==> config.mk <==
export PLATFORM = sky130hd
export DESIGN_NAME = divider_flat
export DESIGN_NICKNAME = d
export VERILOG_FILES = /design/src/rtl/divider_if.sv /design/src/rtl/divider.sv /design/src/flat_wrapper.sv
export SDC_FILE = /design/constraint.sdc
export NUM_CORES = 1
export LEC_CHECK = 0
export ABC_CLOCK_PERIOD_IN_PS = 3750
export CELL_PAD_IN_SITES_DETAIL_PLACEMENT = 2
export CELL_PAD_IN_SITES_GLOBAL_PLACEMENT = 2
export CORE_ASPECT_RATIO = 1.2
export CORE_MARGIN = 1
export CORE_UTILIZATION = 33
export DETAILED_ROUTE_END_ITERATION = 6
export GPL_TIMING_DRIVEN = 1
export PLACE_DENSITY = 0.95
export SYNTH_ARGS = -nofsm -noshare
export SYNTH_HDL_FRONTEND = slang
export SYNTH_SLANG_ARGS = --single-unit
==> constraint.sdc <==
create_clock -name clk -period 3.75 [get_ports clk]
set_input_delay 0.375 -clock clk [delete_from_list [all_inputs] [get_ports clk]]
set_output_delay 0.375 -clock clk [all_outputs]
set_load 0.05 [all_outputs]
==> src/rtl/divider_if.sv <==
// Operand/result handshake bundle for the iterative divider.
// Handshake rule for both channels: a transfer happens on a rising clk edge
// where valid and ready are both high; the source holds valid (and its data)
// until that edge, and the sink may raise or drop ready at any time.
interface divider_if #(
   parameter int DIVIDEND_WIDTH = 32,
   parameter int DIVISOR_WIDTH  = 16
);
   logic                      valid_i;
   logic                      ready_o;
   logic [DIVIDEND_WIDTH-1:0] dividend_i;
   logic [DIVISOR_WIDTH-1:0]  divisor_i;
   logic                      valid_o;
   logic                      ready_i;
   logic [DIVIDEND_WIDTH-1:0] quotient_o;
   logic [DIVISOR_WIDTH-1:0]  remainder_o;
   logic                      div_by_zero_o;

   modport slave (
      input  valid_i, dividend_i, divisor_i, ready_i,
      output ready_o, valid_o, quotient_o, remainder_o, div_by_zero_o
   );

   modport master (
      output valid_i, dividend_i, divisor_i, ready_i,
      input  ready_o, valid_o, quotient_o, remainder_o, div_by_zero_o
   );
endinterface

==> src/rtl/divider.sv <==
// Iterative restoring divider, one quotient bit per clock, MSB first.
// Optional signed mode: define DIVIDER_SIGNED_DIV_EN to accept two's
// complement operands (truncating division, remainder follows dividend sign).
// dbg_state_o exposes the FSM state: 0 IDLE, 1 RUN, 2 DONE, 3 FIX.
module divider #(
   parameter int DIVIDEND_WIDTH = 32,
   parameter int DIVISOR_WIDTH  = 16
) (
   input  logic       clk,
   input  logic       rst,
   divider_if.slave   bus,
   output logic [1:0] dbg_state_o
);
   localparam int DW = DIVIDEND_WIDTH;
   localparam int SW = DIVISOR_WIDTH;
   localparam int CW = (DW > 2) ? $clog2(DW) : 1;

   typedef enum logic [1:0] {
      S_IDLE = 2'd0,
      S_RUN  = 2'd1,
      S_DONE = 2'd2
`ifdef DIVIDER_SIGNED_DIV_EN
      , S_FIX = 2'd3
`endif
   } state_t;

   state_t          state_q, state_d;
   logic [DW-1:0]   work_q;      // dividend bits shifting out, quotient bits shifting in
   logic [SW-1:0]   dsr_q;       // divisor (magnitude in signed mode)
   logic [SW-1:0]   prem_q;      // partial remainder, always < dsr_q between steps
   logic [CW-1:0]   cnt_q;
   logic [DW-1:0]   quo_q;
   logic [SW-1:0]   rem_q;
   logic            dbz_q;

   logic            accept;
   logic            div_zero;
   logic [SW:0]     shifted;
   logic [SW:0]     trial;
   logic            take;
   logic [SW-1:0]   prem_nxt;
   logic [DW-1:0]   work_nxt;
   logic [DW-1:0]   dvd_load;
   logic [SW-1:0]   dsr_load;

`ifdef DIVIDER_SIGNED_DIV_EN
   logic            neg_quo_q;   // operand signs differ
   logic            neg_rem_q;   // dividend negative
   // Magnitudes; the most-negative value maps onto itself, which reads
   // correctly as an unsigned magnitude.
   assign dvd_load = bus.dividend_i[DW-1] ? -bus.dividend_i : bus.dividend_i;
   assign dsr_load = bus.divisor_i[SW-1]  ? -bus.divisor_i  : bus.divisor_i;
`else
   assign dvd_load = bus.dividend_i;
   assign dsr_load = bus.divisor_i;
`endif

   assign accept   = bus.valid_i && (state_q == S_IDLE);
   assign div_zero = (bus.divisor_i == '0);

   // One restoring step: the SW+1 bit trial subtract can never overflow.
   always_comb begin
      shifted  = {prem_q, work_q[DW-1]};
      trial    = shifted - {1'b0, dsr_q};
      take     = ~trial[SW];
      prem_nxt = take ? trial[SW-1:0] : shifted[SW-1:0];
      work_nxt = {work_q[DW-2:0], take};
   end

   // State register.
   always_ff @(posedge clk) begin
      if (rst) state_q <= S_IDLE;
      else     state_q <= state_d;
   end

   // Next-state logic.
   always_comb begin
      state_d = state_q;
      case (state_q)
         S_IDLE: if (accept) state_d = div_zero ? S_DONE : S_RUN;
`ifdef DIVIDER_SIGNED_DIV_EN
         S_RUN:  if (cnt_q == '0) state_d = S_FIX;
         S_FIX:  state_d = S_DONE;
`else
         S_RUN:  if (cnt_q == '0) state_d = S_DONE;
`endif
         S_DONE: if (bus.ready_i) state_d = S_IDLE;
         default: state_d = S_IDLE;
      endcase
   end

   // Datapath: operand capture, iteration, result capture and sign fix-up.
   always_ff @(posedge clk) begin
      if (rst) begin
         work_q <= '0;
         dsr_q  <= '0;
         prem_q <= '0;
         cnt_q  <= '0;
         quo_q  <= '0;
         rem_q  <= '0;
         dbz_q  <= 1'b0;
`ifdef DIVIDER_SIGNED_DIV_EN
         neg_quo_q <= 1'b0;
         neg_rem_q <= 1'b0;
`endif
      end else begin
         case (state_q)
            S_IDLE: begin
               if (accept) begin
                  work_q <= dvd_load;
                  dsr_q  <= dsr_load;
                  prem_q <= '0;
                  cnt_q  <= CW'(DW - 1);
`ifdef DIVIDER_SIGNED_DIV_EN
                  neg_quo_q <= bus.dividend_i[DW-1] ^ bus.divisor_i[SW-1];
                  neg_rem_q <= bus.dividend_i[DW-1];
`endif
                  if (div_zero) begin
                     quo_q <= '1;
                     rem_q <= bus.dividend_i[SW-1:0];
                     dbz_q <= 1'b1;
                  end else begin
                     dbz_q <= 1'b0;
                  end
               end
            end
            S_RUN: begin
               work_q <= work_nxt;
               prem_q <= prem_nxt;
               if (cnt_q == '0) begin
                  quo_q <= work_nxt;
                  rem_q <= prem_nxt;
               end else begin
                  cnt_q <= cnt_q - CW'(1);
               end
            end
`ifdef DIVIDER_SIGNED_DIV_EN
            S_FIX: begin
               if (neg_quo_q) quo_q <= -quo_q;
               if (neg_rem_q) rem_q <= -rem_q;
            end
`endif
            default: ;
         endcase
      end
   end

   assign bus.ready_o       = (state_q == S_IDLE);
   assign bus.valid_o       = (state_q == S_DONE);
   assign bus.quotient_o    = quo_q;
   assign bus.remainder_o   = rem_q;
   assign bus.div_by_zero_o = dbz_q;
   assign dbg_state_o       = state_q;
endmodule

==> src/flat_wrapper.sv <==
// flat-port wrapper written by rule: the top's interface ports become plain ports
module divider_flat 
#(
   parameter int DIVIDEND_WIDTH = 32,
   parameter int DIVISOR_WIDTH  = 16
)
  (clk, rst, dbg_state_o, bus_valid_i, bus_dividend_i, bus_divisor_i, bus_ready_i, bus_ready_o, bus_valid_o, bus_quotient_o, bus_remainder_o, bus_div_by_zero_o);
  divider_if #(.DIVIDEND_WIDTH(DIVIDEND_WIDTH), .DIVISOR_WIDTH(DIVISOR_WIDTH)) bus_i ();
  input  logic clk;
  input  logic rst;
  output logic [1:0] dbg_state_o;
  input wire logic [$bits(bus_i.valid_i)-1:0] bus_valid_i;
  input wire logic [$bits(bus_i.dividend_i)-1:0] bus_dividend_i;
  input wire logic [$bits(bus_i.divisor_i)-1:0] bus_divisor_i;
  input wire logic [$bits(bus_i.ready_i)-1:0] bus_ready_i;
  output wire logic [$bits(bus_i.ready_o)-1:0] bus_ready_o;
  output wire logic [$bits(bus_i.valid_o)-1:0] bus_valid_o;
  output wire logic [$bits(bus_i.quotient_o)-1:0] bus_quotient_o;
  output wire logic [$bits(bus_i.remainder_o)-1:0] bus_remainder_o;
  output wire logic [$bits(bus_i.div_by_zero_o)-1:0] bus_div_by_zero_o;
  assign bus_i.valid_i = bus_valid_i;
  assign bus_i.dividend_i = bus_dividend_i;
  assign bus_i.divisor_i = bus_divisor_i;
  assign bus_i.ready_i = bus_ready_i;
  assign bus_ready_o = bus_i.ready_o;
  assign bus_valid_o = bus_i.valid_o;
  assign bus_quotient_o = bus_i.quotient_o;
  assign bus_remainder_o = bus_i.remainder_o;
  assign bus_div_by_zero_o = bus_i.div_by_zero_o;
  divider #(.DIVIDEND_WIDTH(DIVIDEND_WIDTH), .DIVISOR_WIDTH(DIVISOR_WIDTH)) u_core (.clk(clk), .rst(rst), .bus(bus_i), .dbg_state_o(dbg_state_o));
endmodule
==> key figures, run 1 <==
Status
  • Result of the run: finished clean

Clock network
  • Post-CTS setup buffer count: 0
  • TritonCTS clock tree: yes
  • Number of gates resized after cts: 0
  • Clock slew at the register clock pins of the worst setup and hold paths: 60 ps
  • Hold buffers post-CTS: 0
  • Number of buffers created by CTS: 17
  • Clock root buffer: sky130_fd_sc_hd__clkbuf_16
  • Clock tree sinks: 120
  • Clock latency reported for the late side of the worst-skew pair: 440 ps
  • Buffer depth of the longest clock path: 2
  • H-tree Lvls: 4

Global route
  • Vias in the first global route: 6899
  • Total track usage: 29.6%
  • Final global-route overflow total: 0
  • Wire length of the first global-routing pass: 39.9 mm
  • Antenna violations before repair: 0
  • Largest net degree at the start of global routing: 70

STA
  • Setup WS post-layout: 387 ps
  • Measured slew at the worst slew-check pin: 1060 ps
  • Setup tns final: 0 ps
  • Worst max-slew margin expressed relative to the limit: 29.2%
  • Achievable frequency: 0.297 GHz
  • Setup repair after global routing missed its margin: no
  • Final setup violation count: 0
  • Post-route fraction of the period consumed by the critical path: 89.7%
  • Number of max-slew violations in the final report: 0
  • Number of hold violations in the final report: 0
  • Final Skew: 7.61 ps
  • Minimum clock period after layout: 3360 ps

Final layout
  • Antenna diodes: 0
  • Area growth from synthesis to final layout: 31.7%
  • Most used cells in the layout excluding fill and tap cells: sky130_fd_sc_hd__nand2_1, sky130_fd_sc_hd__dfxtp_1, sky130_fd_sc_hd__clkdlybuf4s50_1
  • Final cell utilization of the core: 44.8%
  • Leading cell type in the layout, fill and taps excluded: sky130_fd_sc_hd__nand2_1
  • Final net count: 887
  • Share of layout cells above drive strength 1: 7.60%

Logic synthesis
  • Fraction of registers with async set/reset: 0%
  • Syn_area_per_cell: 7.86 um2
  • Yosys warnings: 0
  • Synthesized netlist cell count: 735
  • Post-synth EDFFs: 0
  • Yosys reg bits: 120
  • Post-synth net total: 806
  • Dominant synthesized flop cell: sky130_fd_sc_hd__dfxtp_1
  • Sequential element share of the synthesized area: 41.6%
  • Syn Std Cell Area: 0.00578 mm2
  • Post-synth cell types: 61

Route
  • Routed wire length: 25.7 mm
  • DRC violation count after routing: 0
  • DR vias: 6162
  • 1st-pass router iterations: 6
  • Number of antenna-violating nets in the routed design: 0
  • Vias per std cell: 5.90
  • Routed wire length per instance: 24.6 um
  • Initial drt markers: 409

Critical path
  • Signal arrival time at the worst endpoint: 3640 ps
  • CP max stage delay: 440 ps
  • Worst Setup Path Type: flop to flop
  • Critical Path, Cell by Cell: inv_1 > ha_1 > inv_1 > fa_1 > a211oi_2 > o211ai_2 > a41o_4 > mux2_4 > nand2_2 > mux2i_1 > a221oi_2
  • Kind of end point of the critical path: flop
  • Number of cell instances on the worst register-to-register path: 11
  • Crit path top cell by count: sky130_fd_sc_hd__inv_1
  • Critical-path top delay cell: sky130_fd_sc_hd__fa_1
  • Setup slack on the worst flop-to-flop path: 390 ps
  • Startpoint class of the critical path: flop
  • Worst path required time: 4030 ps
  • Startpoint of the lowest-slack register-to-register path: u_core.work_q[31]
  • Reg2Reg Capture Point: u_core.bus.remainder_o[1]
  • Largest fanout of any net on the critical path: 15

Pwr
  • Power density cells: 795 mW/mm2
  • Switch share: 42.9%
  • Leakage power of the design: 2.82 nW
  • Clk pwr share: 30.0%
  • Switch Pwr: 0.00260 W
  • Design Power: 0.00605 W
  • Sequential share of power: 27.0%
  • Internal Dissipation: 0.00346 W
  • Maximum VDD drop: 371 uV
  • Portion of total power attributed to combinational logic: 43.1%

Die
  • Number of top-level pins: 105
  • Die extent in x: 123 um
  • Area of the die: 0.0180 mm2
  • Total number of placement rows: 52
  • Y dimension of the die: 147 um
  • Core region area: 0.0170 mm2
  • Initial core utilization: 34.0%

Placement
  • Post-placement worst setup slack: 404 ps
  • IO Port Bufs: 104
  • Weighted congestion at the end of routability-driven global placement: 0.909
  • HPWL after detailed placement: 15.4 mm

Hold path
  • Path category of the worst min-delay check: flop to flop
  • Hold Path Sink: u_core.dsr_q[6]
  • Cell count of the worst hold path: 2
  • Worst hold start: u_core.dsr_q[6]

Job
  • Reported max-cap violation count: 0
power groups by stage:
| stage | logic, W | registers, W | clock network [W] |
|---|---|---|---|
| after floorplan | 0.00153 | 0.00177 | 0 |
| after global placement | 0.00226 | 0.00162 | 0 |
| after detailed placement | 0.00238 | 0.00163 | 0 |
| after CTS | 0.00257 | 0.00163 | 0.00184 |
| after global routing | 0.00274 | 0.00164 | 0.00188 |
| final | 0.00261 | 0.00163 | 0.00181 |
logic make-up after synthesis:
| kind of cell | after synthesis | synth area share, % |
|---|---|---|
| AO/OA/AOI/OAI | 183 | 21.9 |
| XOR/XNOR | 13 | 1.97 |
| adder cells (fa/ha/maj) | 19 | 4.24 |
| buffers and inverters | 74 | 5.13 |
| flip-flops | 120 | 41.6 |
| multiplexers | 5 | 1.02 |
| AND/OR/NAND/NOR | 321 | 24.2 |
cell usage after synthesis (all sizes together) (3+ instances only):
library cell	instances	area, um2
ha	18	225
and3	6	37.5
nand2b	8	50.1
nor4	5	31.3
clkbuf	41	154
xnor2	10	87.6
o21ai	39	195
nor3	74	370
nor2	84	318
a211oi	11	92.6
o31ai	3	22.5
o21a	4	30.0
dfxtp	120	2400
o211ai	7	57.6
a311oi	30	269
a221oi	3	38.8
buf	10	56.3
a31oi	9	56.3
xor2	3	26.3
mux2i	4	43.8
a21oi	50	250
nand3	3	15.0
a21o	5	37.5
nor2b	3	18.8
and2	3	18.8
o32ai	3	33.8
nand2	126	475
inv	23	86.3
worst max-delay path by stage:
stage / cells past startpoint / to / start
floorplan: 12 / u_core.bus.remainder_o[10] / u_core.work_q[31]
finish: 11 / u_core.bus.remainder_o[1] / u_core.work_q[31]
detailed placement: 7 / u_core.bus.quotient_o[20] / bus_divisor_i[10]
CTS: 11 / u_core.bus.remainder_o[1] / u_core.work_q[31]
global route: 11 / u_core.bus.remainder_o[1] / u_core.work_q[31]
global placement: 6 / u_core.bus.remainder_o[13] / bus_divisor_i[10]
stage by stage:
step	hold slack, ps	instances	instance area, um2
2_1_floorplan	435	735	5780
3_3_place_gp	443	1013	6970
3_5_place_dp	455	1013	6970
4_1_cts	464	1045	7610
5_1_grt	491	1045	7610
6_report	459	1045	7610
worst max-delay path: cells and delay by family (launching register included):
family | cells | cell delay, ps
AOI/OAI and AO/OA | 4 | 980
muxes | 2 | 810
adders and majority gates | 2 | 590
DFF | 1 | 370
and+or+nand+nor | 1 | 290
buffers and inverters | 2 | 140
cell type report:
cell class | count | area, um2
clock buffer | 18 | 439
clock inverter | 14 | 196
fill | 1859 | 9370
inverter | 23 | 86.3
multi-input combinational | 541 | 3110
sequential | 120 | 2400
tap | 216 | 270
timing repair buffer | 113 | 1110
metal layers:
| layer | track usage (%) | wire length (um) | up-vias |
|---|---|---|---|
| li1 | - | - | 2761 |
| met1 | 31.8 | 10000 | 3084 |
| met2 | 52.7 | 13500 | 225 |
| met3 | 5.47 | 893 | 92 |
| met4 | 17.9 | 1350 | 0 |
| met5 | 0 | 0 | - |
registers in the layout, indices dropped and copies added, names as in the netlist:
register                  cells
u_core.cnt_q                  5
u_core.dsr_q                 16
u_core.bus.quotient_o        32
u_core.dbg_state_o            2
u_core.bus.div_by_zero_o      1
u_core.bus.remainder_o       16
u_core.work_q                32
u_core.prem_q                16
Power figures use the tool's default switching activity.
==> run 2: changes to the inputs <==
GPL_TIMING_DRIVEN = 0   (was 1)
==> key figures, run 2 (same netlist as run 1, synthesis figures left out) <==
Critical path
  • Number of cell instances on the worst register-to-register path: 12 (was 11)
  • Critical Path, Cell by Cell: inv_1 > ha_1 > inv_1 > fa_1 > a211oi_2 > o211ai_2 > a41o_4 > mux2_4 > buf_6 > a21oi_1 > o21ai_0 > a31oi_1 (was inv_1 > ha_1 > inv_1 > fa_1 > a211oi_2 > o211ai_2 > a41o_4 > mux2_4 > nand2_2 > mux2i_1 > a221oi_2)
  • Kind of end point of the critical path: flop (unchanged)
  • Startpoint of the lowest-slack register-to-register path: u_core.work_q[31] (unchanged)
  • Signal arrival time at the worst endpoint: 3730 ps (was 3640 ps)
  • Largest fanout of any net on the critical path: 10 (was 15)
  • Setup slack on the worst flop-to-flop path: 320 ps (was 390 ps)
  • Buffers & Inverters on Critical Path: 3 (was 2)
  • Critical-path top delay cell: sky130_fd_sc_hd__o21ai_0 (was sky130_fd_sc_hd__fa_1)
  • Startpoint of the most critical setup path: u_core.work_q[31] (unchanged)
  • CP max stage delay: 510 ps (was 440 ps)
  • Top delay family on crit path: compound AO/OA/AOI/OAI gates (unchanged)
  • Worst Setup Path Type: flop to flop (unchanged)
  • Critical Path Stages: 12 (was 11)
  • Startpoint class of the critical path: flop (unchanged)
  • Worst path required time: 4050 ps (was 4030 ps)
  • Crit path top cell by count: sky130_fd_sc_hd__inv_1 (unchanged)

Route
  • DR vias: 6483 (was 6162)
  • DRC violation count after routing: 0 (unchanged)
  • Routed wire length: 28.1 mm (was 25.7 mm)
  • 1st-pass router iterations: 5 (was 6)
  • Vias per std cell: 5.96 (was 5.90)
  • Number of antenna-violating nets in the routed design: 0 (unchanged)
  • Routed wire length per instance: 25.8 um (was 24.6 um)
  • Initial drt markers: 454 (was 409)

Clock network
  • Number of buffers created by CTS: 17 (unchanged)
  • Clock slew at the register clock pins of the worst setup and hold paths: 70 ps (was 60 ps)
  • Post-CTS setup buffer count: 0 (unchanged)
  • H-tree Lvls: 4 (unchanged)
  • Number of gates resized after cts: 0 (unchanged)
  • TritonCTS clock tree: yes (unchanged)
  • Hold buffers post-CTS: 0 (unchanged)
  • Clock latency reported for the late side of the worst-skew pair: 440 ps (about the same)
  • Clock tree sinks: 120 (unchanged)
  • Buffer depth of the longest clock path: 2 (unchanged)
  • Clock root buffer: sky130_fd_sc_hd__clkbuf_16 (unchanged)

Final layout
  • Final net count: 929 (was 887)
  • Most used cells in the layout excluding fill and tap cells: sky130_fd_sc_hd__nand2_1, sky130_fd_sc_hd__dfxtp_1, sky130_fd_sc_hd__clkdlybuf4s50_1 (unchanged)
  • Antenna diodes: 0 (unchanged)
  • Final cell utilization of the core: 45.0% (was 44.8%)
  • Share of layout cells above drive strength 1: 6.43% (was 7.60%)
  • Area growth from synthesis to final layout: 32.3% (was 31.7%)
  • Leading cell type in the layout, fill and taps excluded: sky130_fd_sc_hd__nand2_1 (unchanged)

STA
  • Minimum clock period after layout: 3430 ps (was 3360 ps)
  • Setup tns final: 0 ps (unchanged)
  • Worst max-slew margin expressed relative to the limit: 35.2% (was 29.2%)
  • Final Skew: 10.5 ps (was 7.61 ps)
  • Setup repair after global routing missed its margin: no (unchanged)
  • Final setup violation count: 0 (unchanged)
  • Measured slew at the worst slew-check pin: 969 ps (was 1060 ps)
  • Number of hold violations in the final report: 0 (unchanged)
  • Achievable frequency: 0.292 GHz (was 0.297 GHz)
  • Setup WS post-layout: 324 ps (was 387 ps)
  • Post-route fraction of the period consumed by the critical path: 91.4% (was 89.7%)
  • Post-Route Hold Slack: 461 ps (was 459 ps)
  • Number of max-slew violations in the final report: 0 (unchanged)

Pwr
  • Power density cells: 772 mW/mm2 (was 795 mW/mm2)
  • Leakage power of the design: 2.81 nW (was 2.82 nW)
  • Maximum VDD drop: 350 uV (was 371 uV)

Global route
  • Vias in the first global route: 7292 (was 6899)
  • Final global-route overflow total: 0 (unchanged)
  • Antenna violations before repair: 0 (unchanged)
  • Total track usage: 32.1% (was 29.6%)
  • Largest net degree at the start of global routing: 17 (was 70)
  • Wire length of the first global-routing pass: 42.7 mm (was 39.9 mm)

Die
  • Total number of placement rows: 52 (unchanged)
  • Area of the die: 0.0180 mm2 (unchanged)
  • Y dimension of the die: 147 um (unchanged)
  • Initial core utilization: 34.0% (unchanged)
  • Number of top-level pins: 105 (unchanged)
  • Die extent in x: 123 um (unchanged)
  • Core region area: 0.0170 mm2 (unchanged)

Job
  • Reported max-cap violation count: 0 (unchanged)

Hold path
  • Path category of the worst min-delay check: flop to flop (unchanged)
  • Worst hold start: u_core.dsr_q[9] (was u_core.dsr_q[6])
  • Cell count of the worst hold path: 2 (unchanged)

Placement
  • HPWL after detailed placement: 18.3 mm (was 15.4 mm)
  • Weighted congestion at the end of routability-driven global placement: 0.857 (was 0.909)
  • Post-placement worst setup slack: 361 ps (was 404 ps)
  • IO Port Bufs: 104 (unchanged)

Status
  • Result of the run: finished clean (unchanged)
## run 2: path summary, 6_finish.rpt
kind	to
worst max-delay path	u_core.bus.remainder_o[6]
worst min-delay path	u_core.dsr_q[9]
worst max register to register	u_core.bus.remainder_o[6]
worst min register to register	u_core.dsr_q[9]
## run 2: per-layer routing
layer / track usage (%) / vias up / routed length (um)
met4: 22.0 / 0 / 1600
met2: 57.1 / 300 / 14600
met5: 0 / - / 0
met1: 33.6 / 3205 / 10400
li1: - / 2854 / -
met3: 5.78 / 124 / 1460
## run 2: power breakdown
part	switching, W	internal (W)
registers	0.000170	0.00145
logic	0.00179	0.000909
clock network	0.000681	0.000909
## run 2: cell type report
class / instances / area [um2]
buffer: 51 / 210
clock buffer: 17 / 425
clock inverter: 15 / 131
fill: 1881 / 9340
inverter: 23 / 86.3
multi-input combinational: 541 / 3080
sequential: 120 / 2400
tap: 216 / 270
timing repair buffer: 104 / 1040
## run 2: per-stage QoR
step	cells	power (W)	area (um2)
2_1_floorplan	735	0.00330	5780
3_3_place_gp	1055	0.00397	7090
3_5_place_dp	1055	0.00411	7090
4_1_cts	1087	0.00586	7650
5_1_grt	1087	0.00611	7650
6_report	1087	0.00590	7650
## run 2: worst min-delay path, delay by kind of cell, from the launching register on
| family | cells | cell delay [ps] |
|---|---|---|
| DFF | 1 | 310 |
| and+or+nand+nor | 1 | 50 |
| AOI/OAI and AO/OA | 1 | 60 |
